<file path="src/rtl/mem_arb_pkg.sv">
// -----------------------------------------------------------------------------
// mem_arb_pkg
// Shared types and constants for the two-port memory arbiter and its helpers.
//   arb_state_t  : arbiter FSM state encoding
//   port_id_t    : identifies which requester owns the current access
//   BE_FULL/NONE : byte-enable patterns that select the fast write/no-op paths
//   be_is_partial: true when a write touches some but not all bytes
// -----------------------------------------------------------------------------
package mem_arb_pkg;

    typedef enum logic [1:0] {
        ST_IDLE   = 2'd0,
        ST_ACCESS = 2'd1,
        ST_MERGE  = 2'd2,
        ST_ACK    = 2'd3
    } arb_state_t;

    typedef logic port_id_t;

    localparam port_id_t PORT0 = 1'b0;
    localparam port_id_t PORT1 = 1'b1;

    localparam logic [3:0] BE_FULL = 4'hF;
    localparam logic [3:0] BE_NONE = 4'h0;

    // A partial write needs a read-modify-write; full and empty patterns do not.
    function automatic logic be_is_partial(input logic [3:0] be);
        return (be != BE_FULL) && (be != BE_NONE);
    endfunction

endpackage

</file>
<file path="src/rtl/byte_merge.sv">
// -----------------------------------------------------------------------------
// byte_merge
// Purely combinational byte-lane merge used for read-modify-write.
//   old_word : word currently held in memory
//   new_word : word supplied by the requester
//   be       : per-byte select, 1 = take the byte from new_word
//   merged   : resulting word
// -----------------------------------------------------------------------------
module byte_merge (
    input  logic [31:0] old_word,
    input  logic [31:0] new_word,
    input  logic [3:0]  be,
    output logic [31:0] merged
);

    genvar gi;
    generate
        for (gi = 0; gi < 4; gi++) begin : g_lane
            assign merged[gi*8 +: 8] = be[gi] ? new_word[gi*8 +: 8]
                                              : old_word[gi*8 +: 8];
        end
    endgenerate

endmodule

</file>
<file path="src/rtl/mem_arbiter.sv">
// -----------------------------------------------------------------------------
// mem_arbiter
// Round-robin arbiter sharing one single-cycle memory between two requesters
// (port 0: core load/store, port 1: loader/debug). Partial writes are turned
// into a read followed by a merged full-word write.
//
// Ports
//   clk, rst_n                 clock, asynchronous active-low reset
//   i_pN_req/we/addr/wdata/be  request and payload per port (held until gnt)
//   o_pN_gnt                   combinational accept pulse, only in IDLE
//   o_pN_ack                   one-cycle completion pulse
//   o_pN_rdata                 last read data for the port (held)
//   o_mem_read_en/write_en     memory strobes, never both high
//   o_mem_addr                 word-aligned memory byte address
//   o_mem_wdata                memory write data
//   i_mem_rdata                memory read data, combinational from o_mem_addr
//
// Timing from grant cycle N: ACCESS at N+1, ACK at N+2 (N+3 via MERGE),
// IDLE again the cycle after ACK.
// -----------------------------------------------------------------------------
module mem_arbiter #(
    parameter int ADDR_W = 32,
    parameter int DATA_W = 32
) (
    input  logic              clk,
    input  logic              rst_n,

    input  logic              i_p0_req,
    input  logic              i_p0_we,
    input  logic [ADDR_W-1:0] i_p0_addr,
    input  logic [DATA_W-1:0] i_p0_wdata,
    input  logic [3:0]        i_p0_be,
    output logic              o_p0_gnt,
    output logic              o_p0_ack,
    output logic [DATA_W-1:0] o_p0_rdata,

    input  logic              i_p1_req,
    input  logic              i_p1_we,
    input  logic [ADDR_W-1:0] i_p1_addr,
    input  logic [DATA_W-1:0] i_p1_wdata,
    input  logic [3:0]        i_p1_be,
    output logic              o_p1_gnt,
    output logic              o_p1_ack,
    output logic [DATA_W-1:0] o_p1_rdata,

    output logic              o_mem_read_en,
    output logic              o_mem_write_en,
    output logic [ADDR_W-1:0] o_mem_addr,
    output logic [DATA_W-1:0] o_mem_wdata,
    input  logic [DATA_W-1:0] i_mem_rdata
);

    import mem_arb_pkg::*;

    arb_state_t          state_reg, state_next;
    port_id_t            last_reg;     // port served most recently
    port_id_t            port_reg;     // owner of the access in flight
    logic                we_reg;
    logic [ADDR_W-3:0]   addr_reg;     // word address; byte offset dropped
    logic [DATA_W-1:0]   wdata_reg;
    logic [3:0]          be_reg;
    logic [DATA_W-1:0]   old_reg;      // pre-image for read-modify-write
    logic [DATA_W-1:0]   rdata0_reg;
    logic [DATA_W-1:0]   rdata1_reg;

    logic                grant;
    port_id_t            winner;
    logic                read_en;
    logic                write_en;
    logic [DATA_W-1:0]   merged_word;

    // Byte offset of the requester address is architecturally ignored.
    logic unused_addr_lsbs;
    assign unused_addr_lsbs = ^{i_p0_addr[1:0], i_p1_addr[1:0]};

    // -------------------------------------------------------------------------
    // Arbitration. Grants exist only in IDLE and are suppressed while reset is
    // asserted so no requester sees an accept that the FSM will not honour.
    // -------------------------------------------------------------------------
    always_comb begin
        grant  = 1'b0;
        winner = PORT0;
        if ((state_reg == ST_IDLE) && rst_n) begin
            if (i_p0_req && i_p1_req) begin
                grant  = 1'b1;
                winner = ~last_reg;
            end else if (i_p0_req) begin
                grant  = 1'b1;
                winner = PORT0;
            end else if (i_p1_req) begin
                grant  = 1'b1;
                winner = PORT1;
            end
        end
    end

    assign o_p0_gnt = grant && (winner == PORT0);
    assign o_p1_gnt = grant && (winner == PORT1);

    // -------------------------------------------------------------------------
    // Next-state and memory strobe decode.
    // -------------------------------------------------------------------------
    always_comb begin
        state_next = state_reg;
        read_en    = 1'b0;
        write_en   = 1'b0;
        case (state_reg)
            ST_IDLE: begin
                if (grant) begin
                    state_next = ST_ACCESS;
                end
            end
            ST_ACCESS: begin
                if (!we_reg) begin
                    read_en    = 1'b1;
                    state_next = ST_ACK;
                end else if (be_reg == BE_FULL) begin
                    write_en   = 1'b1;
                    state_next = ST_ACK;
                end else if (be_reg == BE_NONE) begin
                    state_next = ST_ACK;
                end else begin
                    // Partial write: fetch the old word first.
                    read_en    = 1'b1;
                    state_next = ST_MERGE;
                end
            end
            ST_MERGE: begin
                write_en   = 1'b1;
                state_next = ST_ACK;
            end
            ST_ACK: begin
                state_next = ST_IDLE;
            end
            default: begin
                state_next = ST_IDLE;
            end
        endcase
    end

    // -------------------------------------------------------------------------
    // State and datapath registers.
    // -------------------------------------------------------------------------
    always_ff @(posedge clk or negedge rst_n) begin
        if (!rst_n) begin
            state_reg  <= ST_IDLE;
            last_reg   <= PORT1;     // port 0 wins the first tie
            port_reg   <= PORT0;
            we_reg     <= 1'b0;
            addr_reg   <= '0;
            wdata_reg  <= '0;
            be_reg     <= BE_NONE;
            old_reg    <= '0;
            rdata0_reg <= '0;
            rdata1_reg <= '0;
        end else begin
            state_reg <= state_next;

            if (grant) begin
                last_reg  <= winner;
                port_reg  <= winner;
                we_reg    <= (winner == PORT1) ? i_p1_we    : i_p0_we;
                addr_reg  <= (winner == PORT1) ? i_p1_addr[ADDR_W-1:2]
                                               : i_p0_addr[ADDR_W-1:2];
                wdata_reg <= (winner == PORT1) ? i_p1_wdata : i_p0_wdata;
                be_reg    <= (winner == PORT1) ? i_p1_be    : i_p0_be;
            end

            if ((state_reg == ST_ACCESS) && read_en) begin
                if (we_reg) begin
                    old_reg <= i_mem_rdata;
                end else if (port_reg == PORT1) begin
                    rdata1_reg <= i_mem_rdata;
                end else begin
                    rdata0_reg <= i_mem_rdata;
                end
            end
        end
    end

    byte_merge u_byte_merge (
        .old_word (old_reg),
        .new_word (wdata_reg),
        .be       (be_reg),
        .merged   (merged_word)
    );

    // -------------------------------------------------------------------------
    // Outputs.
    // -------------------------------------------------------------------------
    assign o_mem_read_en  = read_en;
    assign o_mem_write_en = write_en;
    assign o_mem_addr     = {addr_reg, 2'b00};
    assign o_mem_wdata    = (state_reg == ST_MERGE) ? merged_word : wdata_reg;

    assign o_p0_ack   = (state_reg == ST_ACK) && (port_reg == PORT0);
    assign o_p1_ack   = (state_reg == ST_ACK) && (port_reg == PORT1);
    assign o_p0_rdata = rdata0_reg;
    assign o_p1_rdata = rdata1_reg;

endmodule

</file>
<file path="config.mk">
export PLATFORM = sky130hd
export DESIGN_NAME = mem_arbiter
export DESIGN_NICKNAME = d
export VERILOG_FILES = /design/src/rtl/mem_arb_pkg.sv /design/src/rtl/byte_merge.sv /design/src/rtl/mem_arbiter.sv
export SDC_FILE = /design/constraint.sdc
export NUM_CORES = 1
export LEC_CHECK = 0
export ABC_AREA = 1
export CORE_ASPECT_RATIO = 1.1
export CORE_MARGIN = 10
export CORE_UTILIZATION = 45
export CTS_CLUSTER_SIZE = 16
export DETAILED_ROUTE_END_ITERATION = 7
export MAX_ROUTING_LAYER = met4
export PLACE_DENSITY = 0.92
export SYNTH_ARGS = -nofsm -noshare
export SYNTH_HDL_FRONTEND = slang
export SYNTH_SLANG_ARGS = --single-unit
</file>
<file path="constraint.sdc">
create_clock -name clk -period 3 [get_ports clk]
set_input_delay 0.9 -clock clk [delete_from_list [all_inputs] [get_ports clk]]
set_output_delay 0.9 -clock clk [all_outputs]
set_load 0.02 [all_outputs]
</file>
# == Yosys cells after proc, flatten, opt, wreduce, memory -nomap -nowiden ==
# Cells that the tools add are included.
# classes
n_bitwise,4
reduce_logical,12
n_eq_ne,5
muxes,28
# op_table
op,count
$mux 32,2
$mux 8,4
$mux 30,1
$mux 1,17
$pmux 2 s4,1
$logic_and 1x1->1,7
$reduce_and 3->1,2
$eq 2x2->1 const B,2
$eq 4x4->1 const B,1
$logic_not 4->1,1
$mux 4,1
$not 1->1,4
$eq 2x1->1 const B,1
$logic_not 2->1,1
$mux 2,1
$ne 2x2->1 const B,1
$pmux 1 s2,1
$reduce_and 2->1,1
# totals
ff_bits,167
out_inout_bits,134
wordCells,59
input_bits,174

# == Logic depth before layout (Yosys ltp) ==
# Gate-level depths: netlist (run 1).
# depth
word_depth,7
depth_mapped,12
depth_no_buf,10

# == Modules after synthesis ==
# Synthesis (run 1) repeated with hierarchy kept, for this count alone.
# hier_totals
hier_cells,994
area_unflattened_um2,7646.1
# modules_own_cells
mod,cells_per_inst,seq_area_each_um2,area_each_um2,instances
mem_arbiter,890,4180.3,7225.7,1
byte_merge,104,0.0,420.4,1

# == Least setup slack after synthesis (run 1) ==
# No wires, ideal clock.
# synth_timing
kind,register -> output
startpoint,register state_reg[0]
endpoint,output port o_mem_wdata[0]
path_buffers,1
path_stages_with_launch,6
setup_slack_ps,556
t_arrival_ps,1544
path_cell_list,dfrtp_1 -> inv_1 -> ha_1 -> nand2_1 -> clkbuf_1 -> o21ai_0
# synth_between
elab_chain_len,2
# synth_rtl
item,line_no,text
start: declaration,mem_arbiter.sv:55,"arb_state_t state_reg, state_next;"
start signal: assignment,mem_arbiter.sv:157,state_reg <= state_next;
$eq 2x2->1,mem_arbiter.sv:194,assign o_mem_wdata = (state_reg == ST_MERGE) ? merged_word : wdata_reg;
$mux 32,mem_arbiter.sv:194,
end: declaration,mem_arbiter.sv:49,"output logic [DATA_W-1:0] o_mem_wdata,"
# Every way passes these cells.

# == Worst setup path in the final report (run 1) ==
# layout_timing
startpoint,input port i_p1_req
endpoint,output port o_p1_gnt
# layout_between
elab_chain_len,5
# layout_rtl
item,line_no,text
start: declaration,mem_arbiter.sv:37,"input logic i_p1_req,"
$mux 1,mem_arbiter.sv:90,end else if (i_p1_req) begin
$mux 1,mem_arbiter.sv:87,end else if (i_p0_req) begin
$mux 1,mem_arbiter.sv:84,if (i_p0_req && i_p1_req) begin
$mux 1,mem_arbiter.sv:83,if ((state_reg == ST_IDLE) && rst_n) begin
$logic_and 1x1->1 (*),mem_arbiter.sv:98,assign o_p1_gnt = grant && (winner == PORT1);
end: declaration,mem_arbiter.sv:42,"output logic o_p1_gnt,"
# Every way passes the cells marked *; elsewhere a longest branch is shown, timed or not.

==> results of run 1 <==
-- through the flow --
step | cell area [um2] | worst slack (ps) | power (mW)
floorplan | 7210 | 556 | 7.10
global placement | 10300 | -211 | 9.99
detailed placement | 10300 | -264 | 10.2
CTS | 10900 | 7.90 | 12.4
global route | 10900 | 2.52 | 13.1
finish | 10900 | 118 | 12.3
-- area by class of cell --
type                    count  area share (%)
inverters                  80            2.75
clock inverters            15            1.97
well taps                 200            2.29
clock buffers              17            3.89
repair buffers            313            27.9
diodes                      5           0.114
multi-input cells         569            22.8
flip-flops and latches    167            38.2
-- report_power, final --
group | internal [mW] | switching (mW)
Combinational | 2.42 | 3.47
Clock | 1.42 | 0.946
Sequential | 3.40 | 0.624
-- metal layers --
layer / routed length (um) / vias up / GRT usage, %
met5: 0 / - / -
met4: 1290 / 0 / 14.1
met3: 1400 / 75 / 5.64
met2: 12400 / 289 / 36.9
met1: 9290 / 3242 / 24.6
li1: - / 3275 / -
-- kinds of logic after synthesis --
family | synth area share [%]
AOI/OAI and AO/OA | 9.34
adders and majority gates | 0.868
buffers and inverters | 7.53
DFF | 58.0
other | 0.0520
and+or+nand+nor | 24.2
-- worst reg2reg max path, cell delays in order, from the launching register on --
cell and delay, ps:
dfrtp_1 410, inv_1 140, ha_1 270, nand2_1 90, inv_2 90, nand2_4 50, inv_2 50, nand2_1 60
inv_2 50, buf_4 610, nand2_1 220, nand3_1 130
-- synth_stat cells, types with 4 or more instances --
master	count	area (um2)
inv_1	76	285
inv_2	4	15.0
dfrtp_1	166	4150
clkbuf_1	20	75.1
o21ai_0	129	646
buf_2	14	70.1
nand2_1	339	1270
buf_4	8	60.1
nand3_1	67	335
nor2_1	5	18.8
ha_1	5	62.6
nand2_2	12	75.1
-- how the worst max path moves through the flow --
stage | startpoint | cells after the start | slack (ps) | end
floorplan | state_reg[0] | 5 | 560 | o_mem_wdata[0]
global placement | i_p0_req | 8 | -210 | o_p0_gnt
detailed placement | i_p1_req | 8 | -260 | o_p0_gnt
CTS | i_p0_req | 8 | 8 | o_p0_gnt
global route | state_reg[0] | 5 | 3 | o_mem_wdata[3]
finish | i_p1_req | 5 | 120 | o_p1_gnt
-- what timing repair did --
action	in CTS	in global routing
setup endpoints to repair	35	34
hold endpoints to repair	0	0
gates resized for setup	37	32
==> out/metrics.cfg, run 1 <==
[routing]
wl_per_cell_um = 17.8
via_per_inst = 5.04
drt_iter0_drc = 433
route.detailed.drc = 0
dr.pass1.iters = 7
num_vias = 6881
routed_wirelength_mm = 24.4
antenna_left = 0

[global_route]
grt_pass1_vias = 6979
grt_max_degree = 168
gr-total-overflow = 0
track_usage_pct = 22.8
antenna_found_initial = 5
grt_pass1_wl_mm = 37.9

[cts]
clockRootBuffer = clkbuf_16
hold_buffers = 0
clk_pin_slew_ps = 60
tritoncts = built
htree_num_levels = 4
cts.sinks = 167
post_cts_buffers = 0
numCtsBuffers = 17
clkLatencyLatePin_ps = 420
cts_buffer_depth = 2

[placed_design]
gp_congestion = 0.890
dp_cells = 1329
portBuffers = 301
hpwl_mm = 17.9

[sta]
finClkSkew_ps = 10.9
max_slew_margin_pct = 38.0
finalHoldViolCount = 0
grt_setup_unrepaired = no
setup_tns_ps = 0
setup_viol = 0
period_needed_ps = 2880
max_freq_mhz = 347
fin_hold_ws_ps = 469
finalCritPeriodShare_pct = 96.1
worst_slew_pin_slew_ps = 930
drv_slew = 0

[pwr]
p_leak_nw = 5.21
peakVddDrop_mv = 0.491
p_per_area_mw_per_mm2 = 1120

[setup_path]
cp.arrival_ps = 1980
worstPathMaxFanout = 3
crit_type = in -> out
cp-start-kind = input pin
crit_path_max_incr_delay_ps = 480
timing.rr.end = wdata_reg[24]
crit_slowest_cell = clkdlybuf4s50_1
cpLargestDelayFamily = buffers and inverters
regToRegSetupSlack_ps = 770
regToRegStartpoint = state_reg[1]
cp.required_ps = 2100
crit_path_end_kind = output pin
r2r_cells = 11
crit_buf_inv = 4
crit_chain = clkdlybuf4s50_1, buf_4, nand3_2, inv_2, dlygate4sd2_1

[status]
status = finished, final reports clean

[logic_synthesis]
avgSynthCellArea_um2 = 8.38
syn-cell-area_mm2 = 0.00721
ys_ff_latch = 167
synthArstFlopShare_pct = 100
ys_seq_area_share_pct = 58.0
synth_flop_cell = dfrtp_1
synthDistinctLibCells = 24
synth_cells = 860
synth_edf_count = 0
yosys_warnings = 0

[finish]
layout_common_cells = nand2_1 (337), clkdlybuf4s50_1 (264), dfrtp_1 (166)
mostFrequentLayoutCell = nand2_1
final_util_pct = 69.5
finalNetCount = 1327
multi_input_area_mm2 = 0.00250
drive_above_1_share_pct = 6.55
seq_area_mm2 = 0.00418
fill_cells = 1193
final_cells = 1366
area_growth_pct = 51.7

[worst_hold_path]
hold_start = last_reg
hp-class = reg -> reg
min_to = last_reg
whs_path_depth = 2

[floorplanning]
dieWidth_um = 141
ios = 308
die_y_um = 153
start_util_pct = 45.8
rows = 48
coreArea_mm2 = 0.0157
die-area_mm2 = 0.0215

[flow_run]
maxCapViolations = 0

No activity file was read; power rests on OpenSTA's default activity.
==> run 2, diff against run 1 <==
- clock period: 3 -> 3.7 ns (I/O delays scaled with it)
==> run 2 against run 1 <==
  * Hold slack improved by 9.7 ps
  * Critical path depth did not move
  * Non-clock buffer count fell by 7
  * Combinational power fell by 15%
  * Power fell by 18%
  * Core utilization fell by 0.14 points
  * Cell count fell by 0.66%
  * Design area fell by 0.19%
  * Sequential share of layout area rose by 0.075 points
  * Critical path type is now reg -> out
==> out/metrics.cfg, run 2 (synthesis results as in run 1) <==
[status]
status = finished, final reports clean

[sta]
finalCritPeriodShare_pct = 96.5
fin_hold_ws_ps = 479  ; +9.71 ps
period_needed_ps = 3570
fin_ws_ps = 131  ; +13.0 ps
finClkSkew_ps = 10.1  ; -0.790 ps
finalHoldViolCount = 0  ; unchanged
drv_slew = 0  ; unchanged
max_slew_margin_pct = 26.5  ; -11 points
max_freq_mhz = 280
worst_slew_pin_slew_ps = 1100  ; +168 ps
grt_setup_unrepaired = yes
setup_viol = 0  ; unchanged

[placed_design]
hpwl_mm = 17.9  ; +0.17%
postPlaceCellArea_mm2 = 0.0103  ; -0.51%
dp_cells = 1322  ; -0.53%
portBuffers = 301  ; unchanged
post-place-ws_ps = 26.8  ; +291 ps
gp_congestion = 0.888  ; -0.26%

[global_route]
track_usage_pct = 23.1  ; +0.30 points
use_met3_pct = 5.30  ; -0.34 points
gr-total-overflow = 0  ; unchanged
grt_pass1_wl_mm = 38.2  ; +0.82%
grt_pass1_vias = 6894  ; -1.2%
grt_max_degree = 168  ; unchanged
grt.met1_usage_pct = 25.7  ; +1.1 points
antenna_found_initial = 4  ; -1
grt.met2_usage_pct = 37.3  ; +0.47 points
grt-busiest-layer = met2

[floorplanning]
die-area_mm2 = 0.0215  ; unchanged
coreArea_mm2 = 0.0157  ; unchanged
ios = 308  ; unchanged
rows = 48  ; unchanged
die_y_um = 153  ; unchanged
start_util_pct = 45.8  ; unchanged
dieWidth_um = 141  ; unchanged

[finish]
layout_common_cells = nand2_1 (335), clkdlybuf4s50_1 (297), dfrtp_1 (166)
finalNetCount = 1320  ; -0.53%
final_cells = 1357  ; -0.66%
mostFrequentLayoutCell = nand2_1
final_area_mm2 = 0.0109  ; -0.19%
area_growth_pct = 51.4
drive_above_1_share_pct = 5.29  ; -1.3 points
final_util_pct = 69.4  ; -0.14 points
fill_cells = 1179  ; -1.2%

[cts]
numCtsBuffers = 17  ; unchanged
clockRootBuffer = clkbuf_16
hold_buffers = 0  ; unchanged
post_cts_buffers = 0  ; unchanged
cts_buffer_depth = 2  ; unchanged
htree_num_levels = 4  ; unchanged
clk_pin_slew_ps = 60  ; about the same
tritoncts = built
clkLatencyLatePin_ps = 420  ; about the same
cts.sinks = 167  ; unchanged

[routing]
drt_iter0_drc = 523  ; +21%
dr.pass1.iters = 5  ; -2
antenna_left = 0  ; unchanged
via_per_inst = 5.09  ; +1.1%
num_vias = 6912  ; +0.45%
wl_per_cell_um = 18.1  ; +1.6%
route.detailed.drc = 0  ; unchanged
routed_wirelength_mm = 24.6  ; +0.94%

[setup_path]
regToRegStartpoint = state_reg[0]
r2r_cells = 11  ; unchanged
cp.arrival_ps = 2460  ; +480 ps
critPathLaunch = state_reg[0]
worstPathMaxFanout = 16  ; +13
crit_type = reg -> out
cp.required_ps = 2590  ; +490 ps
cp-start-kind = flop
crit_path_end_kind = output pin

[pwr]
p_per_area_mw_per_mm2 = 921  ; -18%
p_leak_nw = 5.13  ; -1.4%
peakVddDrop_mv = 0.400  ; -19%

[worst_hold_path]
whs_path_depth = 2  ; unchanged
hp-class = reg -> reg
hold_start = last_reg

[flow_run]
maxCapViolations = 0  ; unchanged

[run 2: stage by stage]
stage / power [mW] / setup TNS (ps)
floorplan: 5.75 / 0
global placement: 8.08 / 0
detailed placement: 8.25 / 0
CTS: 10.1 / 0
global route: 10.7 / -17.1
finish: 10.1 / 0
[run 2: path summary, 6_finish.rpt]
check,end,slack [ps]
setup / recovery,o_mem_wdata[14],130
hold / removal,last_reg,480
setup reg to reg,wdata_reg[10],1400
hold reg to reg,last_reg,480
max in group asynchronous,o_p1_rdata[28],2200
min in group asynchronous,o_p0_rdata[8],820
[run 2: final cells by class]
class                           instances  area (um2)  area share [%]
Antenna cell                            4        10.0          0.0917
Clock inverter                         11         148            1.35
Timing Repair Buffer                  306        3070            28.1
Tap cell                              200         250            2.29
Inverter                               80         300            2.75
Multi-Input combinational cell        569        2500            22.9
Sequential cell                       167        4180            38.3
Clock buffer                           20         457            4.18
[run 2: critical path, stage by stage, from the launching register on]
cell             delay [ps]
dfrtp_1                 430
inv_1                   130
ha_1                    310
nand2_2                 250
o21ai_0                 260
clkdlybuf4s50_1         670
[run 2: timing repair]
item,CTS,global route
setup endpoints to repair,0,29
hold endpoints to repair,0,0
resized for setup,0,7
[run 2: metal layers]
layer / up-vias / wire length (um)
met5: - / 0
met4: 0 / 1220
met3: 74 / 1380
met2: 297 / 12500
met1: 3283 / 9510
li1: 3258 / -
[run 2: power by group]
group	internal [mW]	switching, mW
registers	2.76	0.496
clock network	1.10	0.723
logic	2.14	2.84
total	5.99	4.06
==> run 3, diff against run 2 <==
- GPL_ROUTABILITY_DRIVEN: not set -> 1
- SLEW_MARGIN: not set -> 5
==> results of run 3 <==
Same layout as run 2: the final DEF is identical, and so are final timing and power.
